<file path="src/rtl/hazard_seq_ctrl_if.sv">
// Hazard/sequencing bus between the core datapath (master) and hazard_seq_ctrl (slave).
// Carries hazard sources in, segment-register controls, PC select and perf state out.
interface hazard_seq_ctrl_if #(
    parameter int CNT_W = 32
);
    logic [4:0]       rs1_d;
    logic [4:0]       rs2_d;
    logic             rs1_use_d;
    logic             rs2_use_d;
    logic [4:0]       rd_e;
    logic             mem2reg_e;
    logic             is_br_e;
    logic             br_taken_e;
    logic             predict_e;
    logic             jal_d;
    logic             dcache_miss;
    logic             miss_done;
    logic             perf_clr;

    logic             bubbleF;
    logic             bubbleD;
    logic             bubbleE;
    logic             bubbleM;
    logic             bubbleW;
    logic             flushF;
    logic             flushD;
    logic             flushE;
    logic             flushM;
    logic             flushW;
    logic [1:0]       pc_sel;
    logic [CNT_W-1:0] mispred_cnt;
    logic [CNT_W-1:0] stall_cnt;
    logic             stall_timeout;

    modport master (
        output rs1_d, rs2_d, rs1_use_d, rs2_use_d, rd_e, mem2reg_e,
               is_br_e, br_taken_e, predict_e, jal_d,
               dcache_miss, miss_done, perf_clr,
        input  bubbleF, bubbleD, bubbleE, bubbleM, bubbleW,
               flushF, flushD, flushE, flushM, flushW,
               pc_sel, mispred_cnt, stall_cnt, stall_timeout
    );

    modport slave (
        input  rs1_d, rs2_d, rs1_use_d, rs2_use_d, rd_e, mem2reg_e,
               is_br_e, br_taken_e, predict_e, jal_d,
               dcache_miss, miss_done, perf_clr,
        output bubbleF, bubbleD, bubbleE, bubbleM, bubbleW,
               flushF, flushD, flushE, flushM, flushW,
               pc_sel, mispred_cnt, stall_cnt, stall_timeout
    );
endinterface

</file>
<file path="src/rtl/hazard_seq_ctrl.sv">
// Pipeline sequencing controller: bubble/flush/PC-select from dcache freeze, mispredict, load-use, JAL.
// Controls are combinational (zero latency); counters/watchdog registered; a dcache miss freezes the pipe.
module hazard_seq_ctrl #(
    parameter int CNT_W     = 32,
    parameter int MAX_STALL = 255
) (
    input  logic                clk,
    input  logic                rst_n,
    hazard_seq_ctrl_if.slave    bus
);
    localparam int              WD_W   = $clog2(MAX_STALL + 1);
    localparam logic [WD_W-1:0] WD_MAX = WD_W'(MAX_STALL);

    typedef enum logic [1:0] {
        S_INIT   = 2'd0,
        S_RUN    = 2'd1,
        S_MSTALL = 2'd2
    } state_t;

    state_t           r_state;
    state_t           w_state_nxt;
    logic             w_freeze;
    logic             w_mispred;
    logic             w_load_use;
    logic             w_mis_inc;
    logic [4:0]       w_bub;
    logic [4:0]       w_flu;
    logic [1:0]       w_pc_sel;
    logic [WD_W-1:0]  r_wd_cnt;
    logic [WD_W-1:0]  w_wd_nxt;
    logic [CNT_W-1:0] r_mis_cnt;
    logic [CNT_W-1:0] r_stall_cnt;
    logic             r_timeout;

    assign w_freeze = ((r_state == S_RUN) && bus.dcache_miss && !bus.miss_done) ||
                      ((r_state == S_MSTALL) && !bus.miss_done);

    assign w_mispred = bus.is_br_e && (bus.br_taken_e != bus.predict_e);

    assign w_load_use = bus.mem2reg_e && (bus.rd_e != 5'd0) &&
                        (((bus.rd_e == bus.rs1_d) && bus.rs1_use_d) ||
                         ((bus.rd_e == bus.rs2_d) && bus.rs2_use_d));

    assign w_mis_inc = (r_state != S_INIT) && !w_freeze && w_mispred;

    always_ff @(posedge clk or negedge rst_n) begin
        if (!rst_n) begin
            r_state <= S_INIT;
        end else begin
            r_state <= w_state_nxt;
        end
    end

    always_comb begin
        w_state_nxt = r_state;
        case (r_state)
            S_INIT:   w_state_nxt = S_RUN;
            S_RUN:    if (bus.dcache_miss && !bus.miss_done) w_state_nxt = S_MSTALL;
            S_MSTALL: if (bus.miss_done) w_state_nxt = S_RUN;
            default:  w_state_nxt = S_INIT;
        endcase
    end

    // Bit order F,D,E,M,W from MSB. Mispredict outranks load-use/JAL: those are wrong-path.
    always_comb begin
        w_bub    = 5'b00000;
        w_flu    = 5'b00000;
        w_pc_sel = 2'b00;
        if (r_state == S_INIT) begin
            w_flu = 5'b11111;
        end else if (w_freeze) begin
            w_bub = 5'b11110;
            w_flu = 5'b00001;
        end else if (w_mispred) begin
            w_flu    = 5'b01100;
            w_pc_sel = bus.br_taken_e ? 2'b01 : 2'b10;
        end else if (w_load_use) begin
            w_bub = 5'b11000;
            w_flu = 5'b00100;
        end else if (bus.jal_d) begin
            w_flu    = 5'b01000;
            w_pc_sel = 2'b11;
        end
    end

    assign bus.bubbleF = w_bub[4];
    assign bus.bubbleD = w_bub[3];
    assign bus.bubbleE = w_bub[2];
    assign bus.bubbleM = w_bub[1];
    assign bus.bubbleW = w_bub[0];
    assign bus.flushF  = w_flu[4];
    assign bus.flushD  = w_flu[3];
    assign bus.flushE  = w_flu[2];
    assign bus.flushM  = w_flu[1];
    assign bus.flushW  = w_flu[0];
    assign bus.pc_sel  = w_pc_sel;

    // Watchdog length counts every frozen cycle of one miss episode, including the entry cycle.
    always_comb begin
        w_wd_nxt = '0;
        if (w_freeze) begin
            w_wd_nxt = (r_wd_cnt == WD_MAX) ? r_wd_cnt : r_wd_cnt + WD_W'(1);
        end
    end

    always_ff @(posedge clk or negedge rst_n) begin
        if (!rst_n) begin
            r_wd_cnt    <= '0;
            r_mis_cnt   <= '0;
            r_stall_cnt <= '0;
            r_timeout   <= 1'b0;
        end else begin
            r_wd_cnt <= w_wd_nxt;
            if (bus.perf_clr) begin
                r_mis_cnt   <= '0;
                r_stall_cnt <= '0;
                r_timeout   <= 1'b0;
            end else begin
                if (w_mis_inc && (r_mis_cnt != '1)) begin
                    r_mis_cnt <= r_mis_cnt + CNT_W'(1);
                end
                if (w_freeze && (r_stall_cnt != '1)) begin
                    r_stall_cnt <= r_stall_cnt + CNT_W'(1);
                end
                if (w_freeze && (w_wd_nxt == WD_MAX)) begin
                    r_timeout <= 1'b1;
                end
            end
        end
    end

    assign bus.mispred_cnt   = r_mis_cnt;
    assign bus.stall_cnt     = r_stall_cnt;
    assign bus.stall_timeout = r_timeout;
endmodule
</file>
<file path="src/flat_wrapper.sv">
// flat-port wrapper written by rule: the top's interface ports become plain ports
module hazard_seq_ctrl_flat 
#(
    parameter int CNT_W     = 32,
    parameter int MAX_STALL = 255
)
  (clk, rst_n, bus_rs1_d, bus_rs2_d, bus_rs1_use_d, bus_rs2_use_d, bus_rd_e, bus_mem2reg_e, bus_is_br_e, bus_br_taken_e, bus_predict_e, bus_jal_d, bus_dcache_miss, bus_miss_done, bus_perf_clr, bus_bubbleF, bus_bubbleD, bus_bubbleE, bus_bubbleM, bus_bubbleW, bus_flushF, bus_flushD, bus_flushE, bus_flushM, bus_flushW, bus_pc_sel, bus_mispred_cnt, bus_stall_cnt, bus_stall_timeout);
  hazard_seq_ctrl_if #(.CNT_W(CNT_W)) bus_i ();
  input  logic clk;
  input  logic rst_n;
  input wire logic [$bits(bus_i.rs1_d)-1:0] bus_rs1_d;
  input wire logic [$bits(bus_i.rs2_d)-1:0] bus_rs2_d;
  input wire logic [$bits(bus_i.rs1_use_d)-1:0] bus_rs1_use_d;
  input wire logic [$bits(bus_i.rs2_use_d)-1:0] bus_rs2_use_d;
  input wire logic [$bits(bus_i.rd_e)-1:0] bus_rd_e;
  input wire logic [$bits(bus_i.mem2reg_e)-1:0] bus_mem2reg_e;
  input wire logic [$bits(bus_i.is_br_e)-1:0] bus_is_br_e;
  input wire logic [$bits(bus_i.br_taken_e)-1:0] bus_br_taken_e;
  input wire logic [$bits(bus_i.predict_e)-1:0] bus_predict_e;
  input wire logic [$bits(bus_i.jal_d)-1:0] bus_jal_d;
  input wire logic [$bits(bus_i.dcache_miss)-1:0] bus_dcache_miss;
  input wire logic [$bits(bus_i.miss_done)-1:0] bus_miss_done;
  input wire logic [$bits(bus_i.perf_clr)-1:0] bus_perf_clr;
  output wire logic [$bits(bus_i.bubbleF)-1:0] bus_bubbleF;
  output wire logic [$bits(bus_i.bubbleD)-1:0] bus_bubbleD;
  output wire logic [$bits(bus_i.bubbleE)-1:0] bus_bubbleE;
  output wire logic [$bits(bus_i.bubbleM)-1:0] bus_bubbleM;
  output wire logic [$bits(bus_i.bubbleW)-1:0] bus_bubbleW;
  output wire logic [$bits(bus_i.flushF)-1:0] bus_flushF;
  output wire logic [$bits(bus_i.flushD)-1:0] bus_flushD;
  output wire logic [$bits(bus_i.flushE)-1:0] bus_flushE;
  output wire logic [$bits(bus_i.flushM)-1:0] bus_flushM;
  output wire logic [$bits(bus_i.flushW)-1:0] bus_flushW;
  output wire logic [$bits(bus_i.pc_sel)-1:0] bus_pc_sel;
  output wire logic [$bits(bus_i.mispred_cnt)-1:0] bus_mispred_cnt;
  output wire logic [$bits(bus_i.stall_cnt)-1:0] bus_stall_cnt;
  output wire logic [$bits(bus_i.stall_timeout)-1:0] bus_stall_timeout;
  assign bus_i.rs1_d = bus_rs1_d;
  assign bus_i.rs2_d = bus_rs2_d;
  assign bus_i.rs1_use_d = bus_rs1_use_d;
  assign bus_i.rs2_use_d = bus_rs2_use_d;
  assign bus_i.rd_e = bus_rd_e;
  assign bus_i.mem2reg_e = bus_mem2reg_e;
  assign bus_i.is_br_e = bus_is_br_e;
  assign bus_i.br_taken_e = bus_br_taken_e;
  assign bus_i.predict_e = bus_predict_e;
  assign bus_i.jal_d = bus_jal_d;
  assign bus_i.dcache_miss = bus_dcache_miss;
  assign bus_i.miss_done = bus_miss_done;
  assign bus_i.perf_clr = bus_perf_clr;
  assign bus_bubbleF = bus_i.bubbleF;
  assign bus_bubbleD = bus_i.bubbleD;
  assign bus_bubbleE = bus_i.bubbleE;
  assign bus_bubbleM = bus_i.bubbleM;
  assign bus_bubbleW = bus_i.bubbleW;
  assign bus_flushF = bus_i.flushF;
  assign bus_flushD = bus_i.flushD;
  assign bus_flushE = bus_i.flushE;
  assign bus_flushM = bus_i.flushM;
  assign bus_flushW = bus_i.flushW;
  assign bus_pc_sel = bus_i.pc_sel;
  assign bus_mispred_cnt = bus_i.mispred_cnt;
  assign bus_stall_cnt = bus_i.stall_cnt;
  assign bus_stall_timeout = bus_i.stall_timeout;
  hazard_seq_ctrl #(.CNT_W(CNT_W), .MAX_STALL(MAX_STALL)) u_core (.clk(clk), .rst_n(rst_n), .bus(bus_i));
endmodule
</file>
<file path="config.mk">
export PLATFORM = sky130hd
export DESIGN_NAME = hazard_seq_ctrl_flat
export DESIGN_NICKNAME = d
export VERILOG_FILES = /design/src/rtl/hazard_seq_ctrl_if.sv /design/src/rtl/hazard_seq_ctrl.sv /design/src/flat_wrapper.sv
export SDC_FILE = /design/constraint.sdc
export NUM_CORES = 1
export LEC_CHECK = 0
export BUFFER_PORTS_ARGS = -buffer_cell sky130_fd_sc_hd__buf_2
export CAP_MARGIN = 40
export CORE_MARGIN = 10
export CORE_UTILIZATION = 54
export DETAILED_ROUTE_END_ITERATION = 12
export PLACE_DENSITY = 0.9
export SLEW_MARGIN = 20
export SYNTH_ARGS = -nofsm -noshare
export SYNTH_HDL_FRONTEND = slang
export SYNTH_SLANG_ARGS = --single-unit
</file>
<file path="constraint.sdc">
create_clock -name clk -period 2.1 [get_ports clk]
set_input_delay 0.105 -clock clk [delete_from_list [all_inputs] [get_ports clk]]
set_output_delay 0.105 -clock clk [all_outputs]
set_load 0.02 [all_outputs]
</file>
==> results_dict.tcl, run 1 <==
set metrics [dict create \
    status "finished clean" \
    antenna_found_initial 0 \
    fmax_mhz 494 \
    postSynthNetCount 490 \
    io_pins 104 \
    leakagePower_nw 2.51 \
    post-route-min-period_ps 2020 \
    grt_pass1_vias 3885 \
    ant_nets 0 \
    clock_latency_ps 340 \
    min_path_type "in -> reg" \
    slew_headroom_pct 63.4 \
    synth.avg_cell_area_sq_um 9.44 \
    timing.rr.start "u_core.bus.stall_cnt[0]" \
    wl_per_cell_microns 17.3 \
    final_util_pct 68.0 \
    clock_sinks 75 \
    synth-seq-cells 75 \
    rsz0062_at_grt "true" \
    die-area_sq_um 12000 \
    cts_max_level 3 \
    start_util_pct 55.9 \
    synth.area.top_cells "dfrtp_1, xor2_1, nor2_1" \
    slew_viol_final 0 \
    drt_pass1_iterations 4 \
    route.detailed.drc 0 \
    min_period_over_period_pct 96.4 \
    numCtsBuffers 9 \
    cp-end-kind "register" \
    grt_overflow 0 \
    netlist.area_leader.share_pct 43.2 \
    worst_pin_slew_ps 549 \
    cp_data_arrival_time_ps 2240 \
    setup_viol 0 \
    path_class "reg -> reg" \
    hp-start "bus_dcache_miss" \
    yosysSeqAreaShare_pct 43.2 \
    synth_common_cells "dfrtp_1, nor2_1, xor2_1" \
    place_congestion 0.933 \
    clk_pin_slew_ps 80 \
    p_per_area_nw_per_um2 554 \
    synth_ff_type "dfrtp_1" \
    num_antenna_cells 0 \
    netlist_instances 460 \
    reg2regPathDepth 7 \
    fp.coreArea_sq_um 7770 \
    synth-edff-count 0 \
    ys_types 59 \
    min_to "u_core.r_state[0]" \
    worstPathRequired_ps 2320 \
    hold_viol_final 0 \
    avgViaCountPerCell 5.74 \
    nNetsFinal 607 \
    fp.dieW_microns 110 \
    ir_worst_vdd_mv 0.462 \
    fin_tns_setup_ps 0 \
    holdPathStages 3 \
    chipHeight_microns 110 \
    cts_tree "built" \
    async_flop_share_pct 100 \
    place_ws_ps 91.6 \
    clk_path_buf_depth 2 \
    syn2layout_area_growth_pct 21.7 \
    drt-initial-drc-count 274 \
    ys_warn_count 0 \
    worst_setup_path_start_kind "register" \
    final_layout_size_suffix_gt1_share_pct 29.4 \
    yosys.area.top_type "dfrtp_1" \
    row_count 32 \
    synth_area_sq_um 4340 \
    whs_ps 93.9 \
    yosysMostFrequentCell "dfrtp_1" \
    cts_root_buf "clkbuf_8" \
    port_buffers 102 \
    fin_ws_ps 75.1 \
    startpoint "u_core.bus.stall_cnt[0]" \
    wl_microns 11800 \
    fin_skew_ps 8.60 \
    worstReg2RegEnd "u_core.bus.stall_cnt[17]" \
    rrSetupSlack_ps 80 \
    grt_use_total_pct 19.6 \
    power_w 0.00293 \
    vias 3929 \
    grt_start_max_net_pins 76 \
    grt_first_pass_wirelength_microns 19100 \
    cp_max_fo 8 \
    hpwl_microns 8480 \
    cap_violations 0 \
]
## area by class of cell
type / count / area, sq um
multi-input cells: 361 / 2370
clock buffers: 9 / 124
fillers: 617 / 2480
inverters: 8 / 30.0
flip-flops and latches: 75 / 1880
repair buffers: 122 / 682
clock inverters: 7 / 68.8
well taps: 102 / 128
## cell families after synthesis
group                      count (synthesis)  share of synthesized area (%)
other                                      1                         0.0864
DFF                                       75                           43.2
muxes                                      2                          0.461
and+or+nand+nor                          243                           31.7
AOI/OAI and AO/OA                         46                           7.61
buffers and inverters                     24                           2.77
adders and majority gates                  3                          0.865
xor gates and xnor gates                  66                           13.3
## stage by stage
step,area [sq um],cells
floorplan,4340,460
global placement,5000,661
detailed placement,5000,661
CTS,5200,678
global route,5280,684
finish,5280,684
## how the worst max path moves through the flow
stage	to	slack (ps)	cells past startpoint
2_1_floorplan	u_core.bus.stall_cnt[29]	100	7
3_3_place_gp	u_core.bus.stall_cnt[29]	160	7
3_5_place_dp	u_core.bus.stall_cnt[29]	90	7
4_1_cts	bus_flushD	10	6
5_1_grt	bus_flushD	-30	6
6_report	u_core.bus.stall_cnt[17]	80	7
## placed cells by master (no fill, tap or decap), types with 3 or more instances in the layout
cell type  Yosys  layout
inv_1          7       7
nand3_1       36      36
and2_1         7       7
nor2_1        72      71
nor4_2         2       3
dfrtp_1       75      71
xor2_1        51      51
buf_4          5      18
or3_1          7       7
clkbuf_8       0       9
nand2_1       25      25
clkinv_2       0       3
xnor2_1       15      15
buf_2          3     101
nor2b_1        3       3
and4_1         7       7
o21ai_0       11      11
and3_1        18      18
nor3_2         6       6
dfrtp_2        0       4
nand4_1       26      26
a21oi_1       15      15
nand3b_1       3       3
nor3_1         8       8
## routing by layer
metal | routed length, microns | part of all wire, % | global-route usage (%) | vias up
li1 | - | - | - | 1859
met3 | 702 | 5.9 | 3.86 | 18
met2 | 5880 | 50 | 31.7 | 115
met1 | 5020 | 42 | 25.2 | 1937
met5 | 0 | 0 | 0 | -
met4 | 221 | 1.9 | 7.71 | 0
## worst max-delay path: stages, from the launching register on
cell and delay (ps):
dfrtp_1 380, ha_2 210, inv_1 110, or4_4 570
o211ai_4 310, buf_4 170, or3_1 90, a21oi_1 60
## sequential cells by signal, summed over array words and instances (netlist names)
signal / flops
u_core.bus.stall_cnt: 32
u_core.r_state: 2
u_core.bus.stall_timeout: 1
u_core.r_wd_cnt: 8
u_core.bus.mispred_cnt: 32
## where the power goes
group          internal [W]  switching (W)  total [W]
Clock              0.000545       0.000568    0.00111
Combinational      0.000119       0.000222   0.000341
Sequential          0.00146      0.0000186    0.00147
## repair_timing
action                                  4_1_cts  5_1_grt
resized for setup                             0       13
buffers inserted                              0        6
endpoints found under the hold margin        75        0
hold buffers                                  1        0
endpoints found under the setup margin        0       12
No activity file was read; power rests on OpenSTA's default activity.
==> run 2: changes to the inputs <==
==> constraint.sdc (replaced) <==
create_clock -name clk -period 2.1 [get_ports clk]
set_input_delay 0.42 -clock clk [delete_from_list [all_inputs] [get_ports clk]]
set_output_delay 0.42 -clock clk [all_outputs]
set_load 0.02 [all_outputs]
==> results_dict.tcl, run 2 (synthesized netlist as in run 1, its figures left out) <==
set metrics [dict create \
    nNetsFinal 622 \
    route.detailed.drc 0 \
    violations "setup timing" \
    min_period_over_period_pct 109 \
    grt_pass1_vias 3997 \
    num_antenna_cells 0 \
    drt_pass1_iterations 4 \
    clock_latency_ps 350 \
    p_per_area_nw_per_um2 559 \
    power_w 0.00310 \
    cp_data_arrival_time_ps 1870 \
    dp.cells 674 \
    avgViaCountPerCell 5.77 \
    leakagePower_nw 2.65 \
    clk_path_buf_depth 2 \
    cp_max_fo 4 \
    numCtsBuffers 9 \
    startpoint "bus_rd_e[1]" \
    clock_sinks 75 \
    cts_root_buf "clkbuf_8" \
    min_path_type "in -> async" \
    antenna_found_initial 0 \
    fin_ws_ps -186 \
    chipHeight_microns 110 \
    hold_viol_final 0 \
    die-area_sq_um 12000 \
    worst_pin_slew_ps 687 \
    final_layout_size_suffix_gt1_share_pct 32.2 \
    slew_viol_final 0 \
    fp.coreArea_sq_um 7770 \
    grt_overflow 0 \
    place_congestion 1.04 \
    row_count 32 \
    port_buffers 102 \
    status "complete, but fails checks" \
    final_util_pct 71.4 \
    wl_microns 12100 \
    hpwl_microns 8590 \
    timing.rr.start "u_core.bus.stall_cnt[24]" \
    wl_per_cell_microns 17.2 \
    rsz0062_at_grt "true" \
    grt_start_max_net_pins 65 \
    post-route-min-period_ps 2290 \
    fin_skew_ps 11.3 \
    vias 4030 \
    path_class "in -> out" \
    fin_cells 699 \
    layout_common_cells "buf_2, dfrtp_1, nor2_1" \
    fin_tns_setup_ps -782 \
    layout_commonest_cell "buf_2" \
    ant_nets 0 \
    grt_use_total_pct 19.8 \
    syn2layout_area_growth_pct 27.8 \
    ir_worst_vdd_mv 0.350 \
    grt_first_pass_wirelength_microns 19300 \
    clk_pin_slew_ps 90 \
    cts.hold.buffers_added 0 \
    fmax_mhz 437 \
    fp.dieW_microns 110 \
    io_pins 104 \
    start_util_pct 55.9 \
    worst_setup_path_start_kind "input pin" \
    worstPathRequired_ps 1680 \
    rrSetupSlack_ps 100 \
    slew_headroom_pct 54.2 \
    cp-end-kind "output pin" \
    cts_tree "built" \
    cts_max_level 3 \
    cap_violations 0 \
    setup_viol 6 \
    drt-initial-drc-count 192 \
]
run 2: cell types whose count changed in the layout (fill, tap and decap cells not counted), sizes merged:
| cell | change |
|---|---|
| clkbuf | +1 |
| bufinv | +1 |
| clkinv | -1 |
| o211ai | +1 |
| clkinvlp | -1 |
| buf | +15 |
| dlygate4sd3 | -1 |
run 2: stage by stage:
stage / setup slack [ps] / area, sq um / hold WS (ps)
final: -186 / 5550 / 28.3
after floorplan: -114 / 4370 / 124
after detailed placement: -223 / 5120 / 412
after CTS: -183 / 5450 / 29.3
after global placement: -186 / 5120 / 396
after global routing: -242 / 5550 / 49.3
run 2: timing repair:
item,CTS,global route
pin swaps,7,5
cloned,0,1
resized for setup,25,10
buffers inserted,2,6
setup endpoints to repair,8,23
run 2: critical path: stages:
cell      delay, ps
buf_8           100
xor2_1          140
nor4_1          260
and3_1          210
a31oi_2          50
buf_4           180
a311oi_2        270
nor3_2           70
buf_4           160
run 2: routing by layer:
metal	track usage, %	wire, microns	up-vias
met3	4.27	880	12
met5	0	0	-
li1	-	-	1897
met1	24.6	4980	1975
met2	33.7	6060	146
met4	5.86	130	0
run 2: area by class of cell:
| class | instances | area, sq um |
|---|---|---|
| Clock buffer | 10 | 128 |
| Clock inverter | 6 | 90.1 |
| Fill cell | 585 | 2220 |
| Inverter | 8 | 30.0 |
| Multi-Input combinational cell | 362 | 2450 |
| Sequential cell | 75 | 1880 |
| Tap cell | 102 | 128 |
| Timing Repair Buffer | 136 | 847 |
run 2: path summary, 6_finish.rpt:
kind / end / cells after the start
worst max-delay path: bus_pc_sel[0] / 9
min in group clk: u_core.r_state[0] / 3
max in group asynchronous: u_core.bus.stall_cnt[2] / 2
worst min register to register: u_core.bus.mispred_cnt[16] / 1
worst min-delay path: u_core.bus.mispred_cnt[31] / 1
worst max register to register: u_core.bus.stall_cnt[29] / 6
run 2: power by group:
group | switching (W) | total, W | leakage (nW) | internal [W]
Clock | 0.000551 | 0.00122 | 0.106 | 0.000672
Sequential | 0.0000111 | 0.00147 | 1.04 | 0.00145
Combinational | 0.000245 | 0.000414 | 1.50 | 0.000169
